<file path="src/rtl/seq_mult_bcd_display_pkg.sv">
// Shared types and constants for the sequential multiplier / BCD display block:
// FSM encoding, segment constants and the digit-to-segment table.
package mult_bcd_pkg;

    typedef enum logic [1:0] {
        ST_IDLE = 2'd0,
        ST_MUL  = 2'd1,
        ST_CONV = 2'd2,
        ST_DONE = 2'd3
    } state_t;

    localparam logic [6:0] SEG_BLANK = 7'h7F;
    localparam logic [6:0] SEG_ZERO  = 7'h40;

    // Active-low patterns, bit0 = segment a .. bit6 = segment g; entry [0] is digit 0.
    localparam logic [9:0][6:0] SEG_TABLE = {
        7'h10, 7'h00, 7'h78, 7'h02, 7'h12,
        7'h19, 7'h30, 7'h24, 7'h79, 7'h40
    };

    function automatic logic [6:0] digit_to_seg(input logic [3:0] digit);
        logic [6:0] seg;
        if (digit <= 4'd9) begin
            seg = SEG_TABLE[digit];
        end else begin
            seg = SEG_BLANK;
        end
        return seg;
    endfunction

endpackage

</file>
<file path="src/rtl/seq_mult_bcd_display_if.sv">
// Handshake and result bundle between the switch-side requester and the multiplier/display block.
interface seq_mult_bcd_display_if #(
    parameter int WIDTH  = 4,
    parameter int DIGITS = 3
);
    logic                  start;
    logic [WIDTH-1:0]      a;
    logic [WIDTH-1:0]      b;
    logic                  busy;
    logic                  done;
    logic [2*WIDTH-1:0]    product;
    logic [4*DIGITS-1:0]   bcd;
    logic                  ovf;
    logic [7*DIGITS-1:0]   seg;

    modport master (
        output start, a, b,
        input  busy, done, product, bcd, ovf, seg
    );

    modport slave (
        input  start, a, b,
        output busy, done, product, bcd, ovf, seg
    );
endinterface

</file>
<file path="src/rtl/seq_mult_bcd_display_seg7.sv">
// Single BCD digit to active-low seven-segment pattern; values above 9 show blank.
module bcd_digit_to_seg7
    import mult_bcd_pkg::*;
(
    input  logic [3:0] digit,
    output logic [6:0] seg
);

    // Table lookup with blank fallback.
    always_comb begin
        seg = digit_to_seg(digit);
    end

endmodule

</file>
<file path="src/rtl/seq_mult_bcd_display.sv">
// Shift-add multiplier followed by double-dabble conversion and registered seven-segment drive.
// Optional macro LEADING_ZERO_BLANK_EN blanks zero digits above the most significant non-zero one.
module seq_mult_bcd_display
    import mult_bcd_pkg::*;
#(
    parameter int WIDTH  = 4,
    parameter int DIGITS = 3
) (
    input  logic                  clk,
    input  logic                  reset,
    seq_mult_bcd_display_if.slave bus
);

    localparam int PW = 2 * WIDTH;
    localparam int BW = 4 * DIGITS;
    localparam int SW = 7 * DIGITS;
    localparam int CW = $clog2(2 * WIDTH + 1);

    state_t          state_r, state_nxt_s;
    logic [CW-1:0]   count_r;
    logic [WIDTH-1:0] a_r;
    logic [PW:0]     acc_r, acc_nxt_s;
    logic [WIDTH:0]  sum_s;
    logic [PW-1:0]   bin_r, bin_nxt_s;
    logic [BW-1:0]   dab_r, dab_adj_s, dab_nxt_s;
    logic            ovf_sticky_r, ovf_nxt_s;
    logic            mul_last_s, conv_last_s;
    logic            busy_nxt_s, done_nxt_s, load_out_s;
    logic [SW-1:0]   seg_raw_s, seg_disp_s;

    logic            busy_r, done_r, ovf_r;
    logic [PW-1:0]   product_r;
    logic [BW-1:0]   bcd_r;
    logic [SW-1:0]   seg_r;

    assign mul_last_s  = (count_r == CW'(WIDTH - 1));
    assign conv_last_s = (count_r == CW'(PW - 1));

    // FSM state register.
    always_ff @(posedge clk) begin
        if (reset) begin
            state_r <= ST_IDLE;
        end else begin
            state_r <= state_nxt_s;
        end
    end

    // FSM next-state logic.
    always_comb begin
        state_nxt_s = state_r;
        case (state_r)
            ST_IDLE: begin
                if (bus.start) state_nxt_s = ST_MUL;
                else           state_nxt_s = ST_IDLE;
            end
            ST_MUL: begin
                if (mul_last_s) state_nxt_s = ST_CONV;
                else            state_nxt_s = ST_MUL;
            end
            ST_CONV: begin
                if (conv_last_s) state_nxt_s = ST_DONE;
                else             state_nxt_s = ST_CONV;
            end
            ST_DONE: state_nxt_s = ST_IDLE;
            default: state_nxt_s = ST_IDLE;
        endcase
    end

    // FSM output decode; handshake outputs are registered one step ahead of the state.
    always_comb begin
        busy_nxt_s = (state_nxt_s != ST_IDLE);
        done_nxt_s = (state_nxt_s == ST_DONE);
        if (state_r == ST_CONV) begin
            load_out_s = conv_last_s;
        end else begin
            load_out_s = 1'b0;
        end
    end

    // Multiplier step: b sits in the low half of acc and is consumed LSB first while the
    // upper half accumulates; the extra top bit keeps the carry until it is shifted down.
    always_comb begin
        sum_s     = acc_r[PW:WIDTH] + {1'b0, a_r & {WIDTH{acc_r[0]}}};
        acc_nxt_s = {1'b0, sum_s, acc_r[WIDTH-1:1]};
    end

    // Double-dabble iteration: adjust digits >= 5, then shift one binary bit in.
    always_comb begin
        for (int d = 0; d < DIGITS; d++) begin
            if (dab_r[4*d +: 4] >= 4'd5) begin
                dab_adj_s[4*d +: 4] = dab_r[4*d +: 4] + 4'd3;
            end else begin
                dab_adj_s[4*d +: 4] = dab_r[4*d +: 4];
            end
        end
        dab_nxt_s = {dab_adj_s[BW-2:0], bin_r[PW-1]};
        bin_nxt_s = {bin_r[PW-2:0], 1'b0};
        ovf_nxt_s = ovf_sticky_r | dab_adj_s[BW-1];
    end

    // Datapath registers: operand capture, accumulation and conversion.
    always_ff @(posedge clk) begin
        if (reset) begin
            count_r      <= {CW{1'b0}};
            a_r          <= {WIDTH{1'b0}};
            acc_r        <= {(PW+1){1'b0}};
            bin_r        <= {PW{1'b0}};
            dab_r        <= {BW{1'b0}};
            ovf_sticky_r <= 1'b0;
        end else begin
            case (state_r)
                ST_IDLE: begin
                    if (bus.start) begin
                        a_r     <= bus.a;
                        acc_r   <= {{(WIDTH+1){1'b0}}, bus.b};
                        count_r <= {CW{1'b0}};
                    end
                end
                ST_MUL: begin
                    acc_r <= acc_nxt_s;
                    if (mul_last_s) begin
                        count_r      <= {CW{1'b0}};
                        bin_r        <= acc_nxt_s[PW-1:0];
                        dab_r        <= {BW{1'b0}};
                        ovf_sticky_r <= 1'b0;
                    end else begin
                        count_r <= count_r + CW'(1);
                    end
                end
                ST_CONV: begin
                    bin_r        <= bin_nxt_s;
                    dab_r        <= dab_nxt_s;
                    ovf_sticky_r <= ovf_nxt_s;
                    count_r      <= count_r + CW'(1);
                end
                default: begin
                    count_r <= {CW{1'b0}};
                end
            endcase
        end
    end

    for (genvar g = 0; g < DIGITS; g++) begin : g_seg
        bcd_digit_to_seg7 u_seg (
            .digit (dab_nxt_s[4*g +: 4]),
            .seg   (seg_raw_s[7*g +: 7])
        );
    end

`ifdef LEADING_ZERO_BLANK_EN
    logic nz_seen_s;

    // Blank zero digits above the most significant non-zero digit; digit 0 always shows.
    always_comb begin
        seg_disp_s = seg_raw_s;
        nz_seen_s  = 1'b0;
        for (int i = DIGITS - 1; i >= 1; i--) begin
            if (dab_nxt_s[4*i +: 4] != 4'd0) nz_seen_s = 1'b1;
            else                             nz_seen_s = nz_seen_s;
            if (!nz_seen_s) seg_disp_s[7*i +: 7] = SEG_BLANK;
            else            seg_disp_s[7*i +: 7] = seg_raw_s[7*i +: 7];
        end
    end
`else
    // All digits displayed, leading zeros included.
    always_comb begin
        seg_disp_s = seg_raw_s;
    end
`endif

    // Output registers; results are loaded on the edge that enters DONE.
    always_ff @(posedge clk) begin
        if (reset) begin
            busy_r    <= 1'b0;
            done_r    <= 1'b0;
            product_r <= {PW{1'b0}};
            bcd_r     <= {BW{1'b0}};
            ovf_r     <= 1'b0;
            seg_r     <= {DIGITS{SEG_ZERO}};
        end else begin
            busy_r <= busy_nxt_s;
            done_r <= done_nxt_s;
            if (load_out_s) begin
                product_r <= acc_r[PW-1:0];
                bcd_r     <= dab_nxt_s;
                ovf_r     <= ovf_nxt_s;
                seg_r     <= seg_disp_s;
            end
        end
    end

    assign bus.busy    = busy_r;
    assign bus.done    = done_r;
    assign bus.product = product_r;
    assign bus.bcd     = bcd_r;
    assign bus.ovf     = ovf_r;
    assign bus.seg     = seg_r;

endmodule

</file>
<file path="src/flat_wrapper.sv">
// flat-port wrapper written by rule: the top's interface ports become plain ports
module seq_mult_bcd_display_flat import mult_bcd_pkg::*;
#(
    parameter int WIDTH  = 4,
    parameter int DIGITS = 3
)
  (clk, reset, bus_start, bus_a, bus_b, bus_busy, bus_done, bus_product, bus_bcd, bus_ovf, bus_seg);
  seq_mult_bcd_display_if #(.WIDTH(WIDTH), .DIGITS(DIGITS)) bus_i ();
  input  logic clk;
  input  logic reset;
  input wire logic [$bits(bus_i.start)-1:0] bus_start;
  input wire logic [$bits(bus_i.a)-1:0] bus_a;
  input wire logic [$bits(bus_i.b)-1:0] bus_b;
  output wire logic [$bits(bus_i.busy)-1:0] bus_busy;
  output wire logic [$bits(bus_i.done)-1:0] bus_done;
  output wire logic [$bits(bus_i.product)-1:0] bus_product;
  output wire logic [$bits(bus_i.bcd)-1:0] bus_bcd;
  output wire logic [$bits(bus_i.ovf)-1:0] bus_ovf;
  output wire logic [$bits(bus_i.seg)-1:0] bus_seg;
  assign bus_i.start = bus_start;
  assign bus_i.a = bus_a;
  assign bus_i.b = bus_b;
  assign bus_busy = bus_i.busy;
  assign bus_done = bus_i.done;
  assign bus_product = bus_i.product;
  assign bus_bcd = bus_i.bcd;
  assign bus_ovf = bus_i.ovf;
  assign bus_seg = bus_i.seg;
  seq_mult_bcd_display #(.WIDTH(WIDTH), .DIGITS(DIGITS)) u_core (.clk(clk), .reset(reset), .bus(bus_i));
endmodule
</file>
<file path="config.mk">
export PLATFORM = sky130hd
export DESIGN_NAME = seq_mult_bcd_display_flat
export DESIGN_NICKNAME = d
export VERILOG_FILES = /design/src/rtl/seq_mult_bcd_display_pkg.sv /design/src/rtl/seq_mult_bcd_display_if.sv /design/src/rtl/seq_mult_bcd_display_seg7.sv /design/src/rtl/seq_mult_bcd_display.sv /design/src/flat_wrapper.sv
export SDC_FILE = /design/constraint.sdc
export NUM_CORES = 1
export LEC_CHECK = 0
export CORE_MARGIN = 1
export CORE_UTILIZATION = 30
export CTS_CLUSTER_SIZE = 12
export DETAILED_ROUTE_END_ITERATION = 10
export PLACE_DENSITY = 0.53
export SYNTH_ARGS = -nofsm -noshare
export SYNTH_HDL_FRONTEND = slang
export SYNTH_SLANG_ARGS = --single-unit
export TNS_END_PERCENT = 10
</file>
<file path="constraint.sdc">
create_clock -name clk -period 4 [get_ports clk]
set_input_delay 0.8 -clock clk [delete_from_list [all_inputs] [get_ports clk]]
set_output_delay 0.8 -clock clk [all_outputs]
set_load 0.05 [all_outputs]
</file>
* Word-level counts from Yosys, hierarchy flattened *
Memory sizes are Yosys's and may differ from the RTL's.
Index checks and enable logic that the tools add are counted.

storage, ports and cells
  ROM bits = 336
  register bits after elaboration = 84
  logic and storage cells = 72
  output and inout bits = 44
  input port bits = 11
  memories = 3

operators by class
  reductions and logical operators = 7
  muxes and demuxes = 25
  equality and inequality tests = 8
  magnitude comparators = 9
  add/sub/neg operators = 5
  bitwise gates (word level) = 2

memory list
  name              words  bits a word  rd ports  clocked after memory_dff  wr ports  RTL line                        text
  (name not given)  16     7            1         0                         0         seq_mult_bcd_display_pkg.sv:24  seg = SEG_TABLE[digit];
  (name not given)  16     7            1         0                         0         seq_mult_bcd_display_pkg.sv:24
  (name not given)  16     7            1         0                         0         seq_mult_bcd_display_pkg.sv:24

operators with widths
  kind                                                               number
  two-way mux 7 bit                                                  6
  one-hot mux 12 bit (2 select lines)                                1
  two-way mux 4 bit                                                  5
  one-hot mux 9 bit (2 select lines)                                 1
  one-hot mux 8 bit (2 select lines)                                 1
  less-than comparator 4 x 5 -> 1 bit, second input constant         3
  adder 4 x 2 -> 4 bit, second input constant                        3
  greater-or-equal comparator 4 x 3 -> 1 bit, second input constant  3
  <= comparator 4 bit, second input constant                         3
  two-way mux 12 bit                                                 1
  one-hot mux 4 bit (3 select lines)                                 1
  two-way mux 9 bit                                                  1
  two-way mux 8 bit                                                  1
  one-hot mux 2 bit (4 select lines)                                 1
  equality test 2 bit, second input constant                         3
  AND reduction 2 bit                                                3
  nonzero test 2 bit                                                 3
  adder 5 x 4 -> 5 bit                                               1
  adder 4 x 1 -> 4 bit, second input constant                        1
  bitwise AND 4 bit                                                  1
  equality test 4 x 2 -> 1 bit, second input constant                1
  equality test 4 x 3 -> 1 bit, second input constant                1
  two-way mux 1 bit                                                  4
  equality test 2 x 1 -> 1 bit, second input constant                1
  other kinds (6)                                                    6

* Logic depth before layout (Yosys ltp) *
Gate-level depths: netlist of the first run.

  depth after elaboration = 5
  depth in mapped cells = 10
  depth with buffers taken out = 10

* Modules after synthesis *
A second synthesis of the first run with hierarchy kept.

unflattened totals
  cell total of the unflattened synthesis = 525
  area total of the unflattened synthesis = 4,270.3 um^2

by module, submodules not included
  module                times used  cells each  sequential area each (um^2)  area an instance (um^2)
  seq_mult_bcd_display  1           435         1,661.6                      3,651.0
  bcd_digit_to_seg7     3           30          0.0                          206.4

* Least setup slack after synthesis of the first run *
No wires, ideal clock.

  path kind = register -> register
  start = register u_core.dab_r[0]
  end = register u_core.seg_r[7], in the netlist u_core.bus.seg[7]
  path buffers = 2
  data arrival time = 2,204 ps
  library setup time = 117 ps
  path slack = 1,678 ps
  cell stages (with the launch flop) = 10
  cell sequence = dfxtp_1 buf_1 inv_1 ha_1 buf_6 and2b_4 or3_4 a211oi_1 o21ai_0 a32o_1

between the ends
  word-level cells in the longest chain between the ends = 5
  elaborated cells on any way between the ends = 7
  those cells by class = add/sub: 1; order compare: 2; mux: 3; memory: 1

RTL lines
  what                                                                                       RTL line                                                text
  start: declaration                                                                         seq_mult_bcd_display.sv:25                              logic [BW-1:0] dab_r, dab_adj_s, dab_nxt_s;
  start signal: assignment                                                                   seq_mult_bcd_display.sv:108                             dab_r <= {BW{1'b0}};
  start signal: assignment                                                                   seq_mult_bcd_display.sv:124                             dab_r <= {BW{1'b0}};
  start signal: assignment                                                                   seq_mult_bcd_display.sv:132                             dab_r <= dab_nxt_s;
  adder 4 x 2 -> 4 bit / greater-or-equal comparator 4 x 3 -> 1 bit (equally long branches)  seq_mult_bcd_display.sv:91, seq_mult_bcd_display.sv:90
  two-way mux 4 bit *                                                                        seq_mult_bcd_display.sv:90                              if (dab_r[4*d +: 4] >= 4'd5) begin
  memory read (16 x 7 bit)                                                                   --
  two-way mux 7 bit (implied by the code)                                                    seq_mult_bcd_display_pkg.sv:24
  two-way mux 7 bit *                                                                        seq_mult_bcd_display_pkg.sv:23                          if (digit <= 4'd9) begin
  end signal: assignment                                                                     seq_mult_bcd_display.sv:179                             seg_r <= {DIGITS{SEG_ZERO}};
  end signal: assignment                                                                     seq_mult_bcd_display.sv:187                             seg_r <= seg_disp_s;
  end: declaration                                                                           seq_mult_bcd_display.sv:34                              logic [SW-1:0] seg_r;

Every way passes the cells marked *; elsewhere a longest branch is shown, timed or not. The select of a mux whose other input is x is not followed.
A chain may end at the register's enable or synchronous reset.

* Worst setup path in the final report of the first run *
  start = register u_core.state_r[0]
  end = register u_core.seg_r[10], in the netlist u_core.bus.seg[10]

between the ends
  word-level cells in the longest chain between the ends = 2

RTL lines
  what                      RTL line                    text
  start: declaration        seq_mult_bcd_display.sv:19  state_t state_r, state_nxt_s;
  start signal: assignment  seq_mult_bcd_display.sv:44  state_r <= state_nxt_s;
  equality test 2 bit       seq_mult_bcd_display.sv:73  if (state_r == ST_CONV) begin
  two-way mux 1 bit         seq_mult_bcd_display.sv:73

Every way passes these cells.

==> results.env, run 1 <==
STATUS='complete, no violations'
GR-MAX-USAGE-LAYER='met2'
CTS.ROOT.BUFFER_CELL='clkbuf_16'
POWERDENSITY_mW_PER_MM2=349
VDD.IR_DROP.WORST_mV=0.180
FIRST_GLOBAL_VIAS=3618
CLK_LATENCY_NS=0.34
POWER.CLOCK.FRACTION_PCT=49.7
ANTENNA_LEFT=0
POSTCTSSETUPREPAIRBUFS=0
CP_CELL_SEQUENCE='inv_1 > ha_1 > nand4b_1 > buf_4 > a211o_2 > o221ai_1 > a31oi_1'
NETLIST.TOP_CELL.BY_AREA='dfxtp_1'
RSZ0062_AT_GRT='false'
YS_TOP_CELLS_BY_AREA='dfxtp_1, nand2_1, ha_1, a21oi_1, nor2_1'
SYNTHMOSTINSTANTIATEDCELL='dfxtp_1'
SYNTH_FP_NETS=543
NUMPORTBUFFERS=54
TIMING.CRITICAL_PATH.TO_TYPE='flip-flop'
FIN_TOTAL_PWR_W=0.00183
TIMING.MAX_CAP.VIOLATIONS=0
SYNTH.DISTINCT_CELLS=69
POST_DP_CELL_AREA_MM2=0.00491
ANTENNA_FOUND_INITIAL=0
POST_ROUTE_CELLS_DRIVE_ABOVE_1_SHARE_PCT=8.09
CLOCK_PATH_BUFFERS=2
SYNTH_TOP_FLOP_CELL='dfxtp_1'
SYNTH_SEQ_CELLS=83
SYNTH_AREA_PER_CELL_UM2=8.35
GLOBALROUTETOTALUTIL_PCT=15.1
CLK_PIN_SLEW_WORST_PATHS_NS=0.06
YOSYSSEQAREASHARE_PCT=38.9
SYNTH_TOP_AREA_SHARE_PCT=38.9
TRITONCTS='built'
DIE-HEIGHT_UM=121
HOLD_VIOLATIONS=0
PRE_CTS_SLACK_NS=1.46
WORST-PATH-MAX-FANOUT=19
GPL.FINAL_WEIGHTED_CONGESTION=0.811
FINCLKSKEW_NS=0.00753
POSTLAYOUTSETUPSLACKWORST_NS=1.48
NET_COUNT_OF_THE_FINISHED_LAYOUT=582
PATH_CLASS='flip-flop to flip-flop'
GRTUSAGEMET1_PCT=20.7
GROWTH_OF_DESIGN_AREA_FROM_SYNTHESIS_TO_FINISH_PCT=22.5
WL_PER_CELL_UM=14.3
MAX_STAGE_DELAY_NS=0.53
NUMBER_OF_BUFFERS_ADDED_TO_FIX_HOLD_VIOLATIONS_AFTER_CTS=0
SETUP_TNS_NS=0
R2R-START='u_core.state_r[0]'
POST_SYNTH_INST_COUNT=512
NUM_ROWS=43
INTERNAL_POWER_W=0.00144
ASYNCSETRESETFLOPFRACSYNTH_PCT=0
GR-USAGE-MET2_PCT=23.1
FIRST_ITER_VIOLATIONS=192
GLOBAL_ROUTE.OVERFLOW_TOTAL=0
MAX_SLEW.WORST_PIN.SLEW_NS=0.978
CRITPATHARRIVALTIME_NS=2.74
CRIT_PATH_START_KIND='flip-flop'
GRT_MAX_DEGREE=52
SYNTH_TOP_CELLS_BY_COUNT='dfxtp_1, nand2_1, nor2_1'
FIN_AREA_MM2=0.00524
P_SEQ_SHARE_PCT=46.2
POST_SYNTH_INSTANCE_AREA_MM2=0.00428
CELL_WITH_THE_BIGGEST_INDIVIDUAL_DELAY_ON_THE_CRITICAL_PATH='ha_1'
GRT.MET3_USAGE_PCT=2.91
TIMING.SLEW.HEADROOM_PCT=34.5
SYNTH.YOSYS.WARNINGS=0
TRITONCTS.NUM_BUFFERS=9
STARTPOINT_OF_THE_WORST_HOLD_PATH='u_core.bus.seg[2]'
STARTPOINT='u_core.state_r[0]'
FMAX_GHz=0.397
SHARE_COMB_OF_TOTAL_POWER_PCT=4.2
SLEW_VIOL_FINAL=0
DRT_FIRST_PASS_ITERS=4
DRT_WIRELENGTH_UM=10500
NUMBER_OF_GATES_RESIZED_AFTER_CTS=0
ROUTE.DETAILED.VIAS_PER_INST=5.07
FLOORPLAN.INITIALDENSITY_PCT=30.8
SYNTH_EDF_COUNT=0
FIRST_PASS_GRT_WIRE_LENGTH_UM=17800
CLOCK_TREE.HTREE_LEVEL_COUNT=3
FINAL-SETUP-VIOL-COUNT=0
DRC_ERRORS=0
FLOORPLAN.CORE_AREA_MM2=0.0139
HORIZONTAL_DIE_DIMENSION_UM=121
PERIOD_NEEDED_NS=2.52
VIA_COUNT=3733
STATIC-LEAKAGE-POWER_nW=1.78
WORSTHOLDPATHTYPE='flip-flop to flip-flop'
DIE_AREA_MM2=0.0147
IOS=55
TIMING.CRITICAL_PATH.REQUIRED_NS=4.22
FILLCELLCOUNT=1424
FINALCRITPERIODSHARE_PCT=63.0
DETAILEDPLACEMENTHPWL_UM=7330
TOTAL_SWITCHING_POWER_W=0.000385
NUM_ANTENNA_CELLS=0
SWITCHING_SHARE_PCT=21.0
CLOCK_SINK_COUNT=83
path summary, 6_finish.rpt:
check / depth (start not counted) / slack (ns) / to
worst max-delay path: 7 / 1.48 / u_core.bus.seg[10]
worst min-delay path: 2 / 0.45 / u_core.bus.seg[2]
worst max register to register: 7 / 1.48 / u_core.bus.seg[10]
worst min register to register: 2 / 0.45 / u_core.bus.seg[2]
flip-flops by register name, indices dropped and copies added (netlist names):
signal               cells
u_core.bus.seg          21
u_core.bus.bcd          12
u_core.dab_r            12
u_core.acc_r             8
u_core.bin_r             8
u_core.bus.product       8
u_core.a_r               4
u_core.count_r           4
u_core.state_r           2
u_core.bus.busy          1
u_core.bus.done          1
u_core.bus.ovf           1
u_core.ovf_sticky_r      1
area by class of cell:
type | instances | area, um2 | share of cell area (%)
multi-input cells | 380 | 2390 | 45.6
flip-flops and latches | 83 | 1660 | 31.7
clock inverters | 4 | 72.6 | 1.39
repair buffers | 57 | 558 | 10.7
well taps | 180 | 225 | 4.30
inverters | 20 | 75.1 | 1.43
clock buffers | 12 | 256 | 4.90
critical path: cells and delay by family (launching register included):
family	cells	cell delay (ns)
AO/OA/AOI/OAI	3	0.52
buffers and inverters	2	0.49
flip-flops	1	0.34
adder cells (fa/ha/maj)	1	0.53
AND/OR/NAND/NOR	1	0.53
stage by stage:
step | cells | utilization, % | hold WS (ns)
floorplan | 512 | - | 0.432
global placement | 720 | 35.4 | 0.447
detailed placement | 720 | 35.4 | 0.446
CTS | 736 | 37.7 | 0.454
global route | 736 | 37.7 | 0.476
finish | 736 | 37.7 | 0.452
power groups by stage:
stage / clock network [W] / registers (W) / logic, W
after global routing: 0.000968 / 0.000845 / 0.0000844
after floorplan: 0 / 0.000863 / 0.0000491
after CTS: 0.000929 / 0.000844 / 0.0000769
after detailed placement: 0 / 0.000863 / 0.0000764
final: 0.000909 / 0.000844 / 0.0000760
after global placement: 0 / 0.000862 / 0.0000755
logic make-up (layout without fill, tap and decap cells):
kind of cell	after synthesis	count (layout)	synth area share, %
adder cells (fa/ha/maj)	20	20	6.03
XOR/XNOR	5	5	1.02
multiplexers	11	11	2.63
AND/OR/NAND/NOR	172	172	19.4
AO/OA/AOI/OAI	172	172	26.8
buffers and inverters	49	93	5.27
flip-flops	83	83	38.9
routing by layer:
layer	share of wire [%]	vias to the layer above
met2	45	56
met5	0	-
met4	1.4	0
met3	3.1	12
met1	51	1755
li1	-	1910
cell usage in the layout, fill, tap and decap left out, drive strengths merged, types with 2 or more instances in the layout:
| master | count |
|---|---|
| o211ai | 4 |
| xnor2 | 5 |
| clkdlybuf4s50 | 53 |
| a21o | 6 |
| or3 | 4 |
| a211oi | 19 |
| o22ai | 2 |
| nand2b | 7 |
| a31oi | 9 |
| a2111oi | 2 |
| a311oi | 2 |
| nor3b | 5 |
| and2b | 2 |
| bufinv | 2 |
| buf | 4 |
| ha | 19 |
| and2 | 4 |
| a2bb2oi | 2 |
| a32oi | 4 |
| o21ai | 40 |
| nand4b | 2 |
| a21oi | 50 |
| inv | 20 |
| or2 | 4 |
| nand2 | 66 |
| mux2 | 2 |
| clkbuf | 12 |
| o21a | 4 |
| a22oi | 12 |
| nand3 | 10 |
| nor2b | 4 |
| a211o | 4 |
| nor3 | 10 |
| mux2i | 9 |
| dfxtp | 83 |
| nor2 | 51 |
No activity file was read; power rests on OpenSTA's default activity.
==> run 2: changes to the inputs <==
--- a/config.mk
+++ b/config.mk
@@ -9,7 +9,7 @@
 export CORE_UTILIZATION = 30
 export CTS_CLUSTER_SIZE = 12
 export DETAILED_ROUTE_END_ITERATION = 10
-export PLACE_DENSITY = 0.53
+export PLACE_DENSITY = 0.54
 export SYNTH_ARGS = -nofsm -noshare
 export SYNTH_HDL_FRONTEND = slang
 export SYNTH_SLANG_ARGS = --single-unit
==> constraint.sdc (replaced) <==
create_clock -name clk -period 2 [get_ports clk]
set_input_delay 0.4 -clock clk [delete_from_list [all_inputs] [get_ports clk]]
set_output_delay 0.4 -clock clk [all_outputs]
set_load 0.05 [all_outputs]
==> run 2 against run 1 <==
The run now ends with setup timing left. Critical path depth is 3 higher. Sequential cell count unchanged. Combinational power is 140% higher. Maximum frequency increased by 25%. Sequential share of layout area shrank 3.0 points. Critical endpoint is now u_core.bus.seg[20].
==> results.env, run 2 (same netlist as run 1, synthesis figures left out) <==
DIE_AREA_MM2=0.0147  # unchanged
FIRST_ITER_VIOLATIONS=175  # was 192
CTS.ROOT.BUFFER_CELL='clkbuf_16'  # unchanged
VIOLATIONS='setup timing'
HORIZONTAL_DIE_DIMENSION_UM=121  # unchanged
FLOORPLAN.CORE_AREA_MM2=0.0139  # unchanged
GRT_MAX_DEGREE=34  # was 52
NUMBER_OF_BUFFERS_ADDED_TO_FIX_HOLD_VIOLATIONS_AFTER_CTS=0  # unchanged
HOLD-WORST-SLACK_NS=0.366  # was 0.452 ns
NUM_ROWS=43  # unchanged
HOLD_VIOLATIONS=0  # unchanged
WL_PER_CELL_UM=14.3  # about the same
STARTPOINT='u_core.dab_r[9]'  # was u_core.state_r[0]
ROUTE.DETAILED.VIAS_PER_INST=5.00  # was 5.07
DETAILEDPLACEMENTHPWL_UM=8150  # was 7330 um
CRIT_PATH_START_KIND='flip-flop'  # unchanged
DRT_FIRST_PASS_ITERS=4  # unchanged
VIA_COUNT=4000  # was 3733
POWERDENSITY_mW_PER_MM2=632  # was 349 mW/mm2
FMAX_GHz=0.496  # was 0.397 GHz
STATIC-LEAKAGE-POWER_nW=2.09  # was 1.78 nW
MIN_TO='u_core.state_r[1]'  # was u_core.bus.seg[2]
DRT_WIRELENGTH_UM=11400  # was 10500 um
CLK_LATENCY_NS=0.35  # was 0.34 ns
NUM_ANTENNA_CELLS=0  # unchanged
STATUS='finished, violations left'  # was complete, no violations
TIMING.CRITICAL_PATH.TO_TYPE='flip-flop'  # unchanged
REGTOREGSETUPSLACK_NS=-0.02  # was 1.48 ns
GLOBAL_ROUTE.OVERFLOW_TOTAL=0  # unchanged
DRC_ERRORS=0  # unchanged
WHS_PATH_DEPTH=2  # unchanged
PERIOD_NEEDED_NS=2.02  # was 2.52 ns
CLOCK_TREE.HTREE_LEVEL_COUNT=3  # unchanged
PRE_CTS_SLACK_NS=-0.0786  # was 1.46 ns
DIE-HEIGHT_UM=121  # unchanged
IOS=55  # unchanged
CP_CELL_SEQUENCE='inv_1 > ha_1 > nand2b_4 > a21oi_4 > xnor2_2 > buf_4 > ha_2 > o31ai_2 > a21oi_2 > a31oi_1'  # was inv_1 > ha_1 > nand4b_1 > buf_4 > a211o_2 > o221ai_1 > a31oi_1
LARGEST_REGISTER_FF_COUNT=21  # unchanged
CLOCK_SINK_COUNT=83  # unchanged
WORSTHOLDPATHTYPE='input port to flip-flop'  # was flip-flop to flip-flop
GROWTH_OF_DESIGN_AREA_FROM_SYNTHESIS_TO_FINISH_PCT=35.6  # was 22.5%
FINAL-SETUP-VIOL-COUNT=2  # was 0
FIRST_GLOBAL_VIAS=3795  # was 3618
ANTENNA_LEFT=0  # unchanged
TRITONCTS.NUM_BUFFERS=9  # unchanged
MOST-COMMON-LAYOUT-CELLS='dfxtp_1, buf_4, nand2_1'  # was dfxtp_1, nand2_1, clkdlybuf4s50_1
TIMING.CRITICAL_PATH.REQUIRED_NS=2.21  # was 4.22 ns
RSZ0062_AT_GRT='true'  # was false
CELL_WITH_THE_BIGGEST_INDIVIDUAL_DELAY_ON_THE_CRITICAL_PATH='dfxtp_2'  # was ha_1
CLOCK_PATH_BUFFERS=2  # unchanged
FIRST_PASS_GRT_WIRE_LENGTH_UM=18700  # was 17800 um
FLOORPLAN.INITIALDENSITY_PCT=30.8  # unchanged
MAX_SLEW.WORST_PIN.SLEW_NS=0.540  # was 0.978 ns
SETUP_TNS_NS=-0.0198  # was 0 ns
FINAL_COMMON_CELL='dfxtp_1'  # unchanged
TIMING.SLEW.HEADROOM_PCT=64.0  # was 34.5%
GPL.FINAL_WEIGHTED_CONGESTION=0.881  # was 0.811
STARTPOINT_OF_THE_WORST_HOLD_PATH='reset'  # was u_core.bus.seg[2]
POSTLAYOUTSETUPSLACKWORST_NS=-0.0150  # was 1.48 ns
MAX_STAGE_DELAY_NS=0.33  # was 0.53 ns
VDD.IR_DROP.WORST_mV=0.295  # was 0.180 mV
R2R_END='u_core.bus.seg[20]'  # was u_core.bus.seg[10]
WORST-PATH-MAX-FANOUT=7  # was 19
PATH_CLASS='flip-flop to flip-flop'  # unchanged
TIMING.MAX_CAP.VIOLATIONS=0  # unchanged
CRITPATHARRIVALTIME_NS=2.23  # was 2.74 ns
POST_ROUTE_CELLS_DRIVE_ABOVE_1_SHARE_PCT=21.5  # was 8.09%
FINALCRITPERIODSHARE_PCT=101  # was 63.0%
CLK_PIN_SLEW_WORST_PATHS_NS=0.06  # about the same
NUMPORTBUFFERS=54  # unchanged
FINCLKSKEW_NS=0.00439  # was 0.00753 ns
TRITONCTS='built'  # unchanged
RR_WORST_DEPTH=10  # was 7
NET_COUNT_OF_THE_FINISHED_LAYOUT=646  # was 582
SLEW_VIOL_FINAL=0  # unchanged
GLOBALROUTETOTALUTIL_PCT=16.1  # was 15.1%
R2R-START='u_core.dab_r[9]'  # was u_core.state_r[0]
ANTENNA_FOUND_INITIAL=0  # unchanged
==> run 2: critical path: cells and delay by family, from the launching register on <==
family | cells | cell delay [ns]
buf+inv | 2 | 0.22
fa+ha+maj | 2 | 0.38
compound gates | 4 | 0.64
flops | 1 | 0.33
simple gates | 1 | 0.16
xor+xnor | 1 | 0.16
==> run 2: what timing repair did <==
action                     4_1_cts  5_1_grt
pin swaps                        3        7
resized for setup                8       17
buffers inserted                 3        1
setup endpoints to repair       13       25
==> run 2: worst max path at each step <==
stage / endpoint / slack [ns]
2_1_floorplan: u_core.bus.seg[15] / -0.03
3_3_place_gp: u_core.bus.seg[6] / -0.03
3_5_place_dp: u_core.bus.seg[20] / -0.08
4_1_cts: u_core.bus.seg[15] / -0.03
5_1_grt: u_core.bus.seg[20] / -0.14
6_report: u_core.bus.seg[20] / -0.02
==> run 2: area by class of cell <==
type	count	area [um2]
Fill cell	1410	8080
Multi-Input combinational cell	380	2470
Sequential cell	83	1670
Timing Repair Buffer	121	1040
Clock buffer	10	229
Tap cell	180	225
Clock inverter	6	88.8
Inverter	20	75.1
==> run 2: power by group <==
group / internal, W / switching, W
sequential: 0.00167 / 0.0000128
clock: 0.00110 / 0.000697
combinational: 0.0000788 / 0.000107
total: 0.00285 / 0.000817
==> run 2: metrics by stage <==
| step | power, W | area [um2] | utilization, % | cells |
|---|---|---|---|---|
| global route | 0.00380 | 5800 | 41.8 | 800 |
| finish | 0.00366 | 5800 | 41.8 | 800 |
| detailed placement | 0.00191 | 5380 | 38.8 | 780 |
| CTS | 0.00372 | 5750 | 41.4 | 799 |
| floorplan | 0.00182 | 4300 | - | 512 |
| global placement | 0.00190 | 5380 | 38.8 | 780 |
==> run 2: routing by layer <==
layer,part of all wire (%),wire [um],GRT usage [%],vias up
li1,-,-,-,2040
met1,49,5560,21.3,1875
met2,45,5170,24.6,68
met3,3.7,423,3.10,17
met4,2.3,257,8.10,0
met5,0,0,0,-
==> run 3: changes to the inputs <==
--- a/config.mk
+++ b/config.mk
@@ -5,11 +5,12 @@
 export SDC_FILE = /design/constraint.sdc
 export NUM_CORES = 1
 export LEC_CHECK = 0
-export CORE_MARGIN = 1
+export ABC_AREA = 1
+export CORE_MARGIN = 2
 export CORE_UTILIZATION = 30
 export CTS_CLUSTER_SIZE = 12
 export DETAILED_ROUTE_END_ITERATION = 10
-export PLACE_DENSITY = 0.54
+export PLACE_DENSITY = 0.55
 export SYNTH_ARGS = -nofsm -noshare
 export SYNTH_HDL_FRONTEND = slang
 export SYNTH_SLANG_ARGS = --single-unit
==> run 3 against run 2 <==
The flow now finishes without violations. Utilization is 1.5 points lower. Synthesized cell count is 9.8% higher. Register-to-register slack better by 0.07 ns. Highest routed layer unchanged.
==> results.env, run 3 <==
IOS=55  # unchanged
CLK_PIN_SLEW_WORST_PATHS_NS=0.06  # about the same
POWERDENSITY_mW_PER_MM2=638  # was 632 mW/mm2
NUMPORTBUFFERS=54  # unchanged
NETLIST.TOP_CELL.BY_AREA='dfxtp_1'  # unchanged
SYNTH_EDF_COUNT=0  # unchanged
FINAL-SETUP-VIOL-COUNT=0  # was 2
P_SEQ_SHARE_PCT=49.5  # was 46.0%
HORIZONTAL_DIE_DIMENSION_UM=121  # about the same
TIMING.CRITICAL_PATH.TO_TYPE='flip-flop'  # unchanged
CLOCK_SINK_COUNT=83  # unchanged
SHARE_COMB_OF_TOTAL_POWER_PCT=4.4  # was 5.1%
PATH_CLASS='flip-flop to flip-flop'  # unchanged
GRT_MAX_DEGREE=58  # was 34
SYNTHMOSTINSTANTIATEDCELL='nand2_1'  # was dfxtp_1
FIN_AREA_MM2=0.00533  # was 0.00580 mm2
TIMING.MAX_CAP.VIOLATIONS=0  # unchanged
GPL.FINAL_WEIGHTED_CONGESTION=0.803  # was 0.881
NUM_ANTENNA_CELLS=0  # unchanged
FMAX_GHz=0.513  # was 0.496 GHz
LARGEST_REGISTER_FF_COUNT=21  # unchanged
NET_COUNT_OF_THE_FINISHED_LAYOUT=660  # was 646
CLOCK_PATH_BUFFERS=2  # unchanged
DETAILEDPLACEMENTHPWL_UM=7090  # was 8150 um
ANTENNA_LEFT=0  # unchanged
FLOORPLAN.INITIALDENSITY_PCT=30.8  # about the same
DIE_AREA_MM2=0.0145  # was 0.0147 mm2
INTERNAL_POWER_W=0.00266  # was 0.00285 W
RR_WORST_DEPTH=14  # was 10
PERIOD_NEEDED_NS=1.95  # was 2.02 ns
GROWTH_OF_DESIGN_AREA_FROM_SYNTHESIS_TO_FINISH_PCT=30.9  # was 35.6%
CRIT_PATH_START_KIND='flip-flop'  # unchanged
POWER.CLOCK.FRACTION_PCT=46.2  # was 48.9%
TIMING.SLEW.HEADROOM_PCT=65.5  # was 64.0%
FILLCELLCOUNT=1394  # was 1410
DIE-HEIGHT_UM=121  # about the same
CLOCK_TREE.HTREE_LEVEL_COUNT=3  # unchanged
POST_SYNTH_INSTANCE_AREA_MM2=0.00407  # was 0.00428 mm2
MAX_SLEW.WORST_PIN.SLEW_NS=0.516  # was 0.540 ns
CTS.ROOT.BUFFER_CELL='clkbuf_16'  # unchanged
VDD.IR_DROP.WORST_mV=0.454  # was 0.295 mV
SYNTH_SEQ_CELLS=83  # unchanged
DRT_FIRST_PASS_ITERS=4  # unchanged
SYNTH_AREA_PER_CELL_UM2=7.25  # was 8.35 um2
YS_TOP_CELLS_BY_AREA='dfxtp_1, nand2_1, o21ai_0, a21oi_1, ha_1'  # was dfxtp_1, nand2_1, ha_1, a21oi_1, nor2_1
SYNTH.DISTINCT_CELLS=40  # was 69
CRITPATHARRIVALTIME_NS=2.22  # was 2.23 ns
SYNTH.YOSYS.WARNINGS=0  # unchanged
GLOBAL_ROUTE.OVERFLOW_TOTAL=0  # unchanged
ANTENNA_FOUND_INITIAL=0  # unchanged
TRITONCTS.NUM_BUFFERS=9  # unchanged
FLOORPLAN.CORE_AREA_MM2=0.0132  # was 0.0139 mm2
SYNTH_TOP_AREA_SHARE_PCT=40.8  # was 38.9%
FINALCRITPERIODSHARE_PCT=97.4  # was 101%
NUMBER_OF_BUFFERS_ADDED_TO_FIX_HOLD_VIOLATIONS_AFTER_CTS=0  # unchanged
WORSTHOLDPATHTYPE='flip-flop to flip-flop'  # was input port to flip-flop
SWITCHING_SHARE_PCT=21.9  # was 22.3%
ROUTE.DETAILED.VIAS_PER_INST=4.71  # was 5.00
FIRST_PASS_GRT_WIRE_LENGTH_UM=16800  # was 18700 um
DRT_WIRELENGTH_UM=10200  # was 11400 um
WHS_PATH_DEPTH=2  # unchanged
SYNTH_TOP_CELLS_BY_COUNT='nand2_1, dfxtp_1, o21ai_0'  # was dfxtp_1, nand2_1, nor2_1
GLOBALROUTETOTALUTIL_PCT=14.3  # was 16.1%
WORST-PATH-MAX-FANOUT=5  # was 7
FIRST_ITER_VIOLATIONS=175  # unchanged
SYNTH_TOP_FLOP_CELL='dfxtp_1'  # unchanged
YOSYSSEQAREASHARE_PCT=40.8  # was 38.9%
FINCLKSKEW_NS=0.00421  # was 0.00439 ns
RSZ0062_AT_GRT='true'  # unchanged
HOLD_VIOLATIONS=0  # unchanged
SETUP_TNS_NS=0  # was -0.0198 ns
POST_SYNTH_INST_COUNT=562  # was 512
CLK_LATENCY_NS=0.34  # was 0.35 ns
SLEW_VIOL_FINAL=0  # unchanged
DRC_ERRORS=0  # unchanged
NUM_ROWS=42  # was 43
VIA_COUNT=3813  # was 4000
WL_PER_CELL_UM=12.6  # was 14.3 um
STATIC-LEAKAGE-POWER_nW=2.28  # was 2.09 nW
POST_DP_CELL_AREA_MM2=0.00488  # was 0.00538 mm2
STATUS='complete, no violations'  # was finished, violations left
FINAL_COMMON_CELL='nand2_1'  # was dfxtp_1
TRITONCTS='built'  # unchanged
SYNTH_FP_NETS=593  # was 543
ASYNCSETRESETFLOPFRACSYNTH_PCT=0  # unchanged
POST_ROUTE_CELLS_DRIVE_ABOVE_1_SHARE_PCT=15.8  # was 21.5%
TOTAL_SWITCHING_POWER_W=0.000744  # was 0.000817 W
MOST-COMMON-LAYOUT-CELLS='nand2_1, dfxtp_1, o21ai_0'  # was dfxtp_1, buf_4, nand2_1
FIRST_GLOBAL_VIAS=3660  # was 3795
TIMING.CRITICAL_PATH.REQUIRED_NS=2.27  # was 2.21 ns
-- run 3: path summary, 6_finish.rpt --
check / endpoint / start / slack (ns)
setup / recovery: u_core.bus.seg[14] / u_core.dab_r[4] / 0.05
hold / removal: u_core.ovf_sticky_r / u_core.ovf_sticky_r / 0.47
setup reg to reg: u_core.bus.seg[14] / u_core.dab_r[4] / 0.05
hold reg to reg: u_core.ovf_sticky_r / u_core.ovf_sticky_r / 0.47
-- run 3: layout make-up --
class                           count  area, um2  area share (%)
Clock buffer                       13        270            5.07
Sequential cell                    83       1670            31.4
Timing Repair Buffer               76        726            13.6
Tap cell                          176        220            4.13
Multi-Input combinational cell    392       2180            40.8
Inverter                           67        255            4.79
Clock inverter                      2       10.0           0.188
-- run 3: critical path, cell delays in order (launching register included) --
cell and delay [ns]:
dfxtp_4 0.38, inv_4 0.05, ha_4 0.15, inv_2 0.07
nand2_4 0.06, nand3_4 0.10, a21boi_4 0.24, inv_2 0.09
ha_4 0.17, nor2_1 0.08, nand3b_1 0.16, nand2_2 0.09
nand2_4 0.09, nor2_2 0.04, nor2_1 0.11
-- run 3: what timing repair did --
item,CTS,global route
setup endpoints to repair,7,7
setup buffers,0,5
gates resized for setup,4,43
pin swaps,0,16
-- run 3: kinds of logic (layout without fill, tap and decap cells) --
kind of cell,Yosys count,in the layout,synth area share (%)
and+or+nand+nor,231,231,24.8
AOI/OAI and AO/OA,138,138,18.6
buffers and inverters,87,158,8.81
adders and majority gates,20,20,6.33
DFF,83,83,40.8
xor gates and xnor gates,3,3,0.645
-- run 3: metal layers --
layer / up-vias / global-route usage (%) / part of all wire [%]
met5: - / 0 / 0
met4: 0 / 5.23 / 1.7
met3: 16 / 3.44 / 4.7
met2: 80 / 24.2 / 48
met1: 1733 / 17.6 / 46
li1: 1984 / - / -
-- run 3: metrics by stage --
step / std cells / total power [W] / utilization, % / hold slack (ns) / setup WS (ns)
after global routing: 809 / 0.00354 / 40.3 / 0.483 / -0.0830
final: 809 / 0.00340 / 40.3 / 0.468 / 0.0521
after CTS: 805 / 0.00346 / 39.1 / 0.469 / 0.00274
after global placement: 790 / 0.00187 / 36.9 / 0.455 / 0.0261
after detailed placement: 790 / 0.00187 / 36.9 / 0.459 / -0.0886
after floorplan: 562 / 0.00181 / - / 0.440 / 0.00198
-- run 3: power groups by stage --
stage	clock [W]	sequential (W)	combinational, W
2_1_floorplan	0	0.00172	0.0000881
3_3_place_gp	0	0.00172	0.000148
3_5_place_dp	0	0.00172	0.000151
4_1_cts	0.00162	0.00169	0.000151
5_1_grt	0.00168	0.00168	0.000171
6_report	0.00157	0.00168	0.000148
